File: src/rtl/pe_pkg.sv
// Shared constants, feeder state encoding and tap-offset helpers for the PE window feeder.
package pe_pkg;

  localparam int KERNEL     = 3;
  localparam int TAPS       = KERNEL * KERNEL;
  localparam int DEF_DATA_W = 8;

  typedef enum logic [1:0] {
    IDLE,
    RUN,
    DRAIN,
    DONE
  } feeder_state_t;

  // Row/column offset of tap k inside the 3x3 window, row-major.
  function automatic logic [1:0] tap_row(input logic [3:0] k);
    return 2'(k / 4'(KERNEL));
  endfunction

  function automatic logic [1:0] tap_col(input logic [3:0] k);
    return 2'(k % 4'(KERNEL));
  endfunction

endpackage

File: src/rtl/pe_window_counter.sv
// Tap/column/row counters for the window sweep, producing pixel coordinates and wrap flags.
// With PE_FEEDER_PAD_EN defined the origin sweeps one extra pixel on each side and in_bounds is emitted.
module pe_window_counter
  import pe_pkg::*;
#(
  parameter int IMG_W = 5,
  parameter int IMG_H = 5,
  parameter int CW    = $clog2(IMG_W + 2),
  parameter int RW    = $clog2(IMG_H + 2)
) (
  input  logic          clk,
  input  logic          rst,
  input  logic          clear,
  input  logic          advance,
  output logic [3:0]    k,
  output logic [CW-1:0] pix_col,
  output logic [RW-1:0] pix_row,
  output logic          tap_last,
`ifdef PE_FEEDER_PAD_EN
  output logic          in_bounds,
`endif
  output logic          pass_last
);

`ifdef PE_FEEDER_PAD_EN
  localparam int NC = IMG_W;
  localparam int NR = IMG_H;
`else
  localparam int NC = IMG_W - 2;
  localparam int NR = IMG_H - 2;
`endif

  logic [CW-1:0] c;
  logic [RW-1:0] r;
  logic          col_last;
  logic          row_last;

  assign tap_last  = (k == 4'(TAPS - 1));
  assign col_last  = (c == CW'(NC - 1));
  assign row_last  = (r == RW'(NR - 1));
  assign pass_last = tap_last & col_last & row_last;

  always_ff @(posedge clk or negedge rst) begin
    if (!rst) begin
      k <= '0;
      c <= '0;
      r <= '0;
    end else if (clear) begin
      k <= '0;
      c <= '0;
      r <= '0;
    end else if (advance) begin
      if (tap_last) begin
        k <= '0;
        if (col_last) begin
          c <= '0;
          r <= row_last ? '0 : r + RW'(1);
        end else begin
          c <= c + CW'(1);
        end
      end else begin
        k <= k + 4'd1;
      end
    end
  end

`ifdef PE_FEEDER_PAD_EN
  // Padded coordinates are offset by +1 so the -1 origin stays unsigned.
  logic [CW-1:0] col_p;
  logic [RW-1:0] row_p;

  assign col_p     = c + CW'(tap_col(k));
  assign row_p     = r + RW'(tap_row(k));
  assign in_bounds = (col_p >= CW'(1)) && (col_p <= CW'(IMG_W)) &&
                     (row_p >= RW'(1)) && (row_p <= RW'(IMG_H));
  assign pix_col   = col_p - CW'(1);
  assign pix_row   = row_p - RW'(1);
`else
  assign pix_col = c + CW'(tap_col(k));
  assign pix_row = r + RW'(tap_row(k));
`endif

endmodule

File: src/rtl/pe_window_feeder.sv
// Streams 3x3 windows of an image buffer into one PE as aligned pixel/weight pairs, nine per output.
// Define PE_FEEDER_PAD_EN for "same" convolution with 1-pixel zero padding.
module pe_window_feeder
  import pe_pkg::*;
#(
  parameter int DATA_W = DEF_DATA_W,
  parameter int IMG_W  = 5,
  parameter int IMG_H  = 5,
  parameter int ADDR_W = 8
) (
  input  logic              clk,
  input  logic              rst,
  input  logic              flt_wr_en,
  input  logic [3:0]        flt_wr_idx,
  input  logic [DATA_W-1:0] flt_wr_data,
  input  logic              start,
  output logic [ADDR_W-1:0] img_addr,
  output logic              img_rd_en,
  input  logic [DATA_W-1:0] img_rdata,
  output logic [DATA_W-1:0] pe_in,
  output logic [DATA_W-1:0] pe_filter,
  output logic              feed_valid,
  output logic              window_last,
  output logic              busy,
  output logic              done
);

  localparam int CW = $clog2(IMG_W + 2);
  localparam int RW = $clog2(IMG_H + 2);

  feeder_state_t state, state_next;
  logic              drain_cnt;
  logic [DATA_W-1:0] filter [TAPS];

  logic              run;
  logic              accept;
  logic [3:0]        k;
  logic [CW-1:0]     pix_col;
  logic [RW-1:0]     pix_row;
  logic              tap_last;
  logic              pass_last;
  logic              in_bounds;

  logic              v1;
  logic              last1;
  logic              inb1;
  logic [DATA_W-1:0] w1;

  assign run    = (state == RUN);
  assign accept = (state == IDLE) && start;
  assign busy   = (state != IDLE);
  assign done   = (state == DONE);

  pe_window_counter #(
    .IMG_W (IMG_W),
    .IMG_H (IMG_H),
    .CW    (CW),
    .RW    (RW)
  ) u_counter (
    .clk       (clk),
    .rst       (rst),
    .clear     (accept),
    .advance   (run),
    .k         (k),
    .pix_col   (pix_col),
    .pix_row   (pix_row),
    .tap_last  (tap_last),
`ifdef PE_FEEDER_PAD_EN
    .in_bounds (in_bounds),
`endif
    .pass_last (pass_last)
  );

`ifndef PE_FEEDER_PAD_EN
  assign in_bounds = 1'b1;
`endif

  always_ff @(posedge clk or negedge rst) begin
    if (!rst) begin
      state     <= IDLE;
      drain_cnt <= 1'b0;
    end else begin
      state     <= state_next;
      drain_cnt <= (state == DRAIN) ? ~drain_cnt : 1'b0;
    end
  end

  always_comb begin
    state_next = state;
    case (state)
      IDLE:    if (start) state_next = RUN;
      RUN:     if (pass_last) state_next = DRAIN;
      DRAIN:   if (drain_cnt) state_next = DONE;
      DONE:    state_next = IDLE;
      default: state_next = IDLE;
    endcase
  end

  // Weights only change between passes so a pass always sees one consistent filter.
  always_ff @(posedge clk or negedge rst) begin
    if (!rst) begin
      for (int i = 0; i < TAPS; i++) filter[i] <= '0;
    end else if ((state == IDLE) && flt_wr_en && (flt_wr_idx < 4'(TAPS))) begin
      filter[flt_wr_idx] <= flt_wr_data;
    end
  end

  assign img_rd_en = run & in_bounds;
  assign img_addr  = img_rd_en ? (ADDR_W'(pix_row) * ADDR_W'(IMG_W) + ADDR_W'(pix_col)) : '0;

  // Two-stage pipe: stage 1 waits for the buffer's read latency, stage 2 registers the PE operands.
  always_ff @(posedge clk or negedge rst) begin
    if (!rst) begin
      v1          <= 1'b0;
      last1       <= 1'b0;
      inb1        <= 1'b0;
      w1          <= '0;
      pe_in       <= '0;
      pe_filter   <= '0;
      feed_valid  <= 1'b0;
      window_last <= 1'b0;
    end else begin
      v1          <= run;
      last1       <= run & tap_last;
      inb1        <= run & in_bounds;
      w1          <= run ? filter[k] : '0;
      pe_in       <= inb1 ? img_rdata : '0;
      pe_filter   <= v1 ? w1 : '0;
      feed_valid  <= v1;
      window_last <= last1;
    end
  end

endmodule

File: config.mk
export PLATFORM = sky130hd
export DESIGN_NAME = pe_window_feeder
export DESIGN_NICKNAME = d
export VERILOG_FILES = /design/src/rtl/pe_pkg.sv /design/src/rtl/pe_window_counter.sv /design/src/rtl/pe_window_feeder.sv
export SDC_FILE = /design/constraint.sdc
export NUM_CORES = 1
export LEC_CHECK = 0
export CAP_MARGIN = 20
export CORE_ASPECT_RATIO = 1.1
export CORE_UTILIZATION = 45
export DETAILED_ROUTE_END_ITERATION = 10
export GPL_TIMING_DRIVEN = 0
export HOLD_SLACK_MARGIN = 0.08
export PLACE_DENSITY = 0.65
export SYNTH_ARGS = -nofsm -noshare
export SYNTH_HDL_FRONTEND = slang
export SYNTH_SLANG_ARGS = --single-unit
File: constraint.sdc
create_clock -name clk -period 18.7 [get_ports clk]
set_input_delay 5.61 -clock clk [delete_from_list [all_inputs] [get_ports clk]]
set_output_delay 5.61 -clock clk [all_outputs]
set_load 0.1 [all_outputs]
After elaboration in Yosys (flattened, before gate mapping). Index checks and enable logic that the tools add are counted.

Add/sub/neg operators: 6. Multipliers: 1. Divide/modulo/power cells: 2. Order comparisons: 4. Equality and inequality tests: 9. Muxes and demuxes: 27. Bitwise gates (word level): 6. Reductions and logical operators: 12.

Operator list (count): bitwise mux 72 bit (1); 2-to-1 mux 8 bit (6); binary-select mux 8 bit (select 4 bit) (1); demux 8 bit (select 4 bit) (1); 2-to-1 mux 3 bit (9); 2-to-1 mux 4 bit (3); >= comparator 5 bit (second input constant) (2); inverter 4 -> 5 bit (2); case mux 2 bit (4 select lines) (1); nonzero test 2 bit (4); adder 6 x 3 -> 7 bit (1); 2-to-1 mux 7 bit (1); adder 3 x 1 -> 3 bit (second input constant) (2); adder 3 x 2 -> 3 bit (2); equality test 3 x 2 -> 1 bit (second input constant) (2); multiplier 3 x 3 -> 6 bit (second input constant) (1); 2-to-1 mux 2 bit (3); AND reduction 3 bit (2); less-than comparator 5 x 1 -> 1 bit (second input constant) (1); adder 4 x 1 -> 4 bit (second input constant) (1); divider 4 x 2 -> 4 bit (second input constant) (1); equality test 2 bit (second input constant) (2); equality test 4 bit (second input constant) (1); logical AND 1 bit (4); other kinds (10) (13).

Register bits: 113. Input port bits: 24. Output and inout port bits: 29. Logic and storage cells: 88.

Logic depth before layout (Yosys ltp).
Depth after elaboration: 6. Mapped depth: 21. Gate-level depth less buffers: 20.

Cells and area by module. From an unflattened synthesis, not the netlist that was laid out.

Cell total of the unflattened synthesis: 409. Area, all modules: 5480.3 sq um.

Modules (own cells, without submodules): pe_window_feeder (instances 1, cells an instance 321, area an instance 4647.0 sq um); pe_window_counter (instances 1, cells an instance 88, area an instance 833.3 sq um).

Least setup slack after synthesis. Ideal clock, no wire load.

Path kind: reg-to-output. Start: reg u_counter.k[3]. End: out img_addr[4]. Data arrival time: 5.383 ns. Required time: 13.090 ns. Setup slack: 7.707 ns. Stages on the path, launching flop included: 22. Path buffers: 1. Path through: dfrtp_1 > nand2b_1 > inv_1 > clkbuf_1 > ha_1 > inv_1 > ha_1 > o21ai_0 > xnor2_1 > ha_1 > a31oi_1 > inv_1 > ha_1 > fa_1 > xor2_1 > ha_1 > ha_1 > ha_1 > a21o_1 > a21oi_1 > xor2_1 > nor2_1.

Cells in the longest elaborated chain, start to end: 5. Elaborated cells between the ends (all ways): 7. Classes of those cells: add/sub (3); mul (1); div (2); mux (1).

Ends and longest elaborated chain: start, declared (line pe_window_counter.sv:15) `output logic [3:0] k,`; start signal, assigned (line pe_window_counter.sv:62) `k <= k + 4'd1;`; divider 4 x 2 -> 4 bit (line pe_pkg.sv:17) `return 2'(k / 4'(KERNEL));`; adder 3 x 2 -> 3 bit (line pe_window_counter.sv:80) `assign pix_row = r + RW'(tap_row(k));`; multiplier 3 x 3 -> 6 bit (line pe_window_feeder.sv:109) `assign img_addr = img_rd_en ? (ADDR_W'(pix_row) * ADDR_W'(IMG_W) + ADDR_W'(pix_col)) : '0;`; adder 6 x 3 -> 7 bit * (line pe_window_feeder.sv:109); 2-to-1 mux 7 bit * (line pe_window_feeder.sv:109); end, declared (line pe_window_feeder.sv:17) `output logic [ADDR_W-1:0] img_addr,`.

Mark *: on every way between the ends. The rest lies on a longest branch, timed or not.

Worst setup path after layout. Same ends and word-level chain as after synthesis.

==> impl_metrics.ini <==
[outcome]
status = complete, no violations

[clock_tree]
clockRootBuffer = clkbuf_16
cts_buffer_depth = 2
cts_buffers = 17
cts_tree = yes
cts.sinks = 113
worstSkewPairLatency_ns = 0.41
cts_resized = 0
cts-htree-levels = 4
clk_pin_slew_ns = 0.05
hold_buffers = 0
postCtsSetupBuffers = 0

[sta]
period_share_pct = 63.80
fmax_ghz = 0.08382
rsz0062_at_grt = false
whs_ns = 0.3560
hold_viol_final = 0
clock_skew_ns = 0.007238
slew_headroom_pct = 33.84
slew_viol_final = 0
setup_viol = 0
worstMarginPinSlew_ns = 0.9880
tns_ns = 0
post-route-min-period_ns = 11.93

[die]
start_util_pct = 46.54
die_h_microns = 116.8
chipWidth_microns = 106.4
row_count = 41
pin_count = 53
coreArea_sq_um = 11590
die_area_sq_um = 12430

[grt]
grt_pass1_vias = 3646
grt_max_degree = 68
grt_usage_pct = 20.64
grt_pass1_wl_microns = 19060
antenna_found_initial = 0
grt_overflow_total = 0

[yosys]
synth_compound_area_share_pct = 6.818
synthSimpleGateAreaFrac_pct = 8.952
synthCells = 420
ys_ff_latch = 113
synth_adder_area_share_pct = 6.215
yosys_most_used_dff = dfrtp_1
synth-edff-count = 0
yosys-mux-area-fraction_pct = 21.31
synth-xor-area-share_pct = 1.299
synth_top_family_by_area = multiplexers
synth_cell_types = 47
syn-cell-area_sq_um = 5395
yosysWarningCount = 0
ys_seq_area_share_pct = 52.41
ys_async_sr_fraction_pct = 100.0
syn_area_per_cell_sq_um = 12.85

[placed_design]
port_buffers = 48
globalplace.congestion = 0.8055
dp_hpwl_microns = 7915

[pwr]
ir_drop_mv = 0.1320
power_density_nw_per_um2 = 172.2
p_leak_nw = 3.183

[detailed_routing]
wire_per_inst_microns = 17.88
via_per_inst = 5.476
first_iter_violations = 176
wl_microns = 11640
dr.pass1.iters = 4
antenna_left = 0
via_count = 3565
drc = 0

[worst_setup_path]
end_kind = output port
crit_type = reg -> out
cp.arrival_ns = 6.32
worstPathMaxFanout = 10
cp-start-kind = register
worstPathRequired_ns = 13.09

[cells_and_area]
syn2layout_area_growth_pct = 24.30
n_antenna_cell = 0
finalNetCount = 538
drive_gt1_share_pct = 25.15

[hold_path]
min_path_type = reg -> reg

[job]
cap_violations = 0
cell type report:
class,instances,area (sq um)
Fill cell,958,4887
Clock buffer,22,484.2
Buffer,20,90.09
Clock inverter,9,130.1
Timing Repair Buffer,49,505.5
Multi-Input combinational cell,270,2414
Tap cell,150,187.7
Inverter,18,67.56
Sequential cell,113,2828
power by group:
group          total [W]  switching [W]  internal (W)
clock           0.000331       0.000109      0.000222
sequential      0.000372      0.0000438      0.000328
combinational   0.000452       0.000284      0.000168
kinds of logic (layout without fill, tap and decap cells):
group,count (synthesis),count (layout)
mux,104,104
other cells,1,2
compound gates,53,53
fa+ha+maj,25,25
simple gates,78,78
xor+xnor,8,8
buf+inv,38,118
flops,113,113
layout by cell type, fill, tap and decap left out, types with 13 or more instances in the layout:
cell	netlist	layout
clkdlybuf4s50_1	0	47
mux2i_1	26	26
and2_1	19	19
inv_1	18	18
nor2_1	17	17
ha_1	22	22
dfrtp_1	113	113
clkbuf_1	12	13
clkbuf_16	0	17
mux2_2	77	77
synth_stat cells, types with 4 or more instances:
| cell | instances | area [sq um] |
|---|---|---|
| mux2i_1 | 26 | 260.3 |
| o22ai_1 | 4 | 25.02 |
| clkbuf_1 | 12 | 45.04 |
| a21oi_1 | 11 | 55.05 |
| inv_1 | 18 | 67.56 |
| a31oi_1 | 6 | 37.54 |
| dfrtp_1 | 113 | 2828 |
| a22oi_1 | 6 | 45.04 |
| o221ai_1 | 9 | 78.83 |
| nand3_1 | 5 | 25.02 |
| nand2_1 | 8 | 30.03 |
| buf_2 | 5 | 25.02 |
| o21ai_0 | 6 | 30.03 |
| xnor2_1 | 5 | 43.79 |
| nand4_1 | 4 | 25.02 |
| nor2_1 | 17 | 63.81 |
| and2_1 | 19 | 118.9 |
| ha_1 | 22 | 275.3 |
| mux2_2 | 77 | 867.1 |
per-layer routing:
metal / global-route usage, % / part of all wire [%]
met1: 24.06 / 43
met3: 5.371 / 4.3
met2: 36.54 / 52
met4: 8.241 / 1.6
met5: 0 / 0
sequential cells by signal, indices dropped and copies added (netlist names):
register and cells:
state 2, inb1 1, window_last 1, w1 8, drain_cnt 1, pe_filter 8, feed_valid 1, filter 72
u_counter.k 4, u_counter.r 3, pe_in 8, u_counter.c 3, last1 1
worst max-delay path: stages (launching register included):
cell,delay [ns]
dfrtp_1,0.46
nand2b_1,0.23
inv_1,0.09
clkbuf_1,0.39
ha_1,0.25
inv_1,0.04
ha_1,0.21
o21ai_0,0.19
xnor2_1,0.14
ha_1,0.20
a31oi_1,0.31
inv_1,0.08
ha_1,0.20
fa_1,0.38
xor2_1,0.21
ha_1,0.27
ha_1,0.32
ha_1,0.30
a21o_1,0.15
a21oi_1,0.16
xor2_1,0.08
nor2_1,0.09
clkdlybuf4s50_1,1.14
through the flow:
stage | util [%] | total power, W | instance area, sq um | instances | worst slack [ns]
global placement | 52.33 | 0.0008126 | 6067 | 619 | 7.199
global route | 57.85 | 0.001220 | 6706 | 651 | 6.348
CTS | 57.85 | 0.001165 | 6706 | 651 | 6.730
finish | 57.85 | 0.001155 | 6706 | 651 | 6.770
detailed placement | 52.55 | 0.0008300 | 6092 | 620 | 7.176
floorplan | - | 0.0007093 | 5399 | 421 | 7.707
worst paths after layout:
path | startpoint | to | slack, ns | cells after the start
worst min-delay path | last1 | window_last | 0.36 | 0
worst min register to register | last1 | window_last | 0.36 | 0
worst max register to register | state[0] | filter[23] | 16.25 | 5
max in group asynchronous | rst | filter[14] | 12.66 | 2
min in group asynchronous | rst | window_last | 5.30 | 1
worst max-delay path | u_counter.k[3] | img_addr[4] | 6.77 | 22
(Power assumes the default switching activity.)
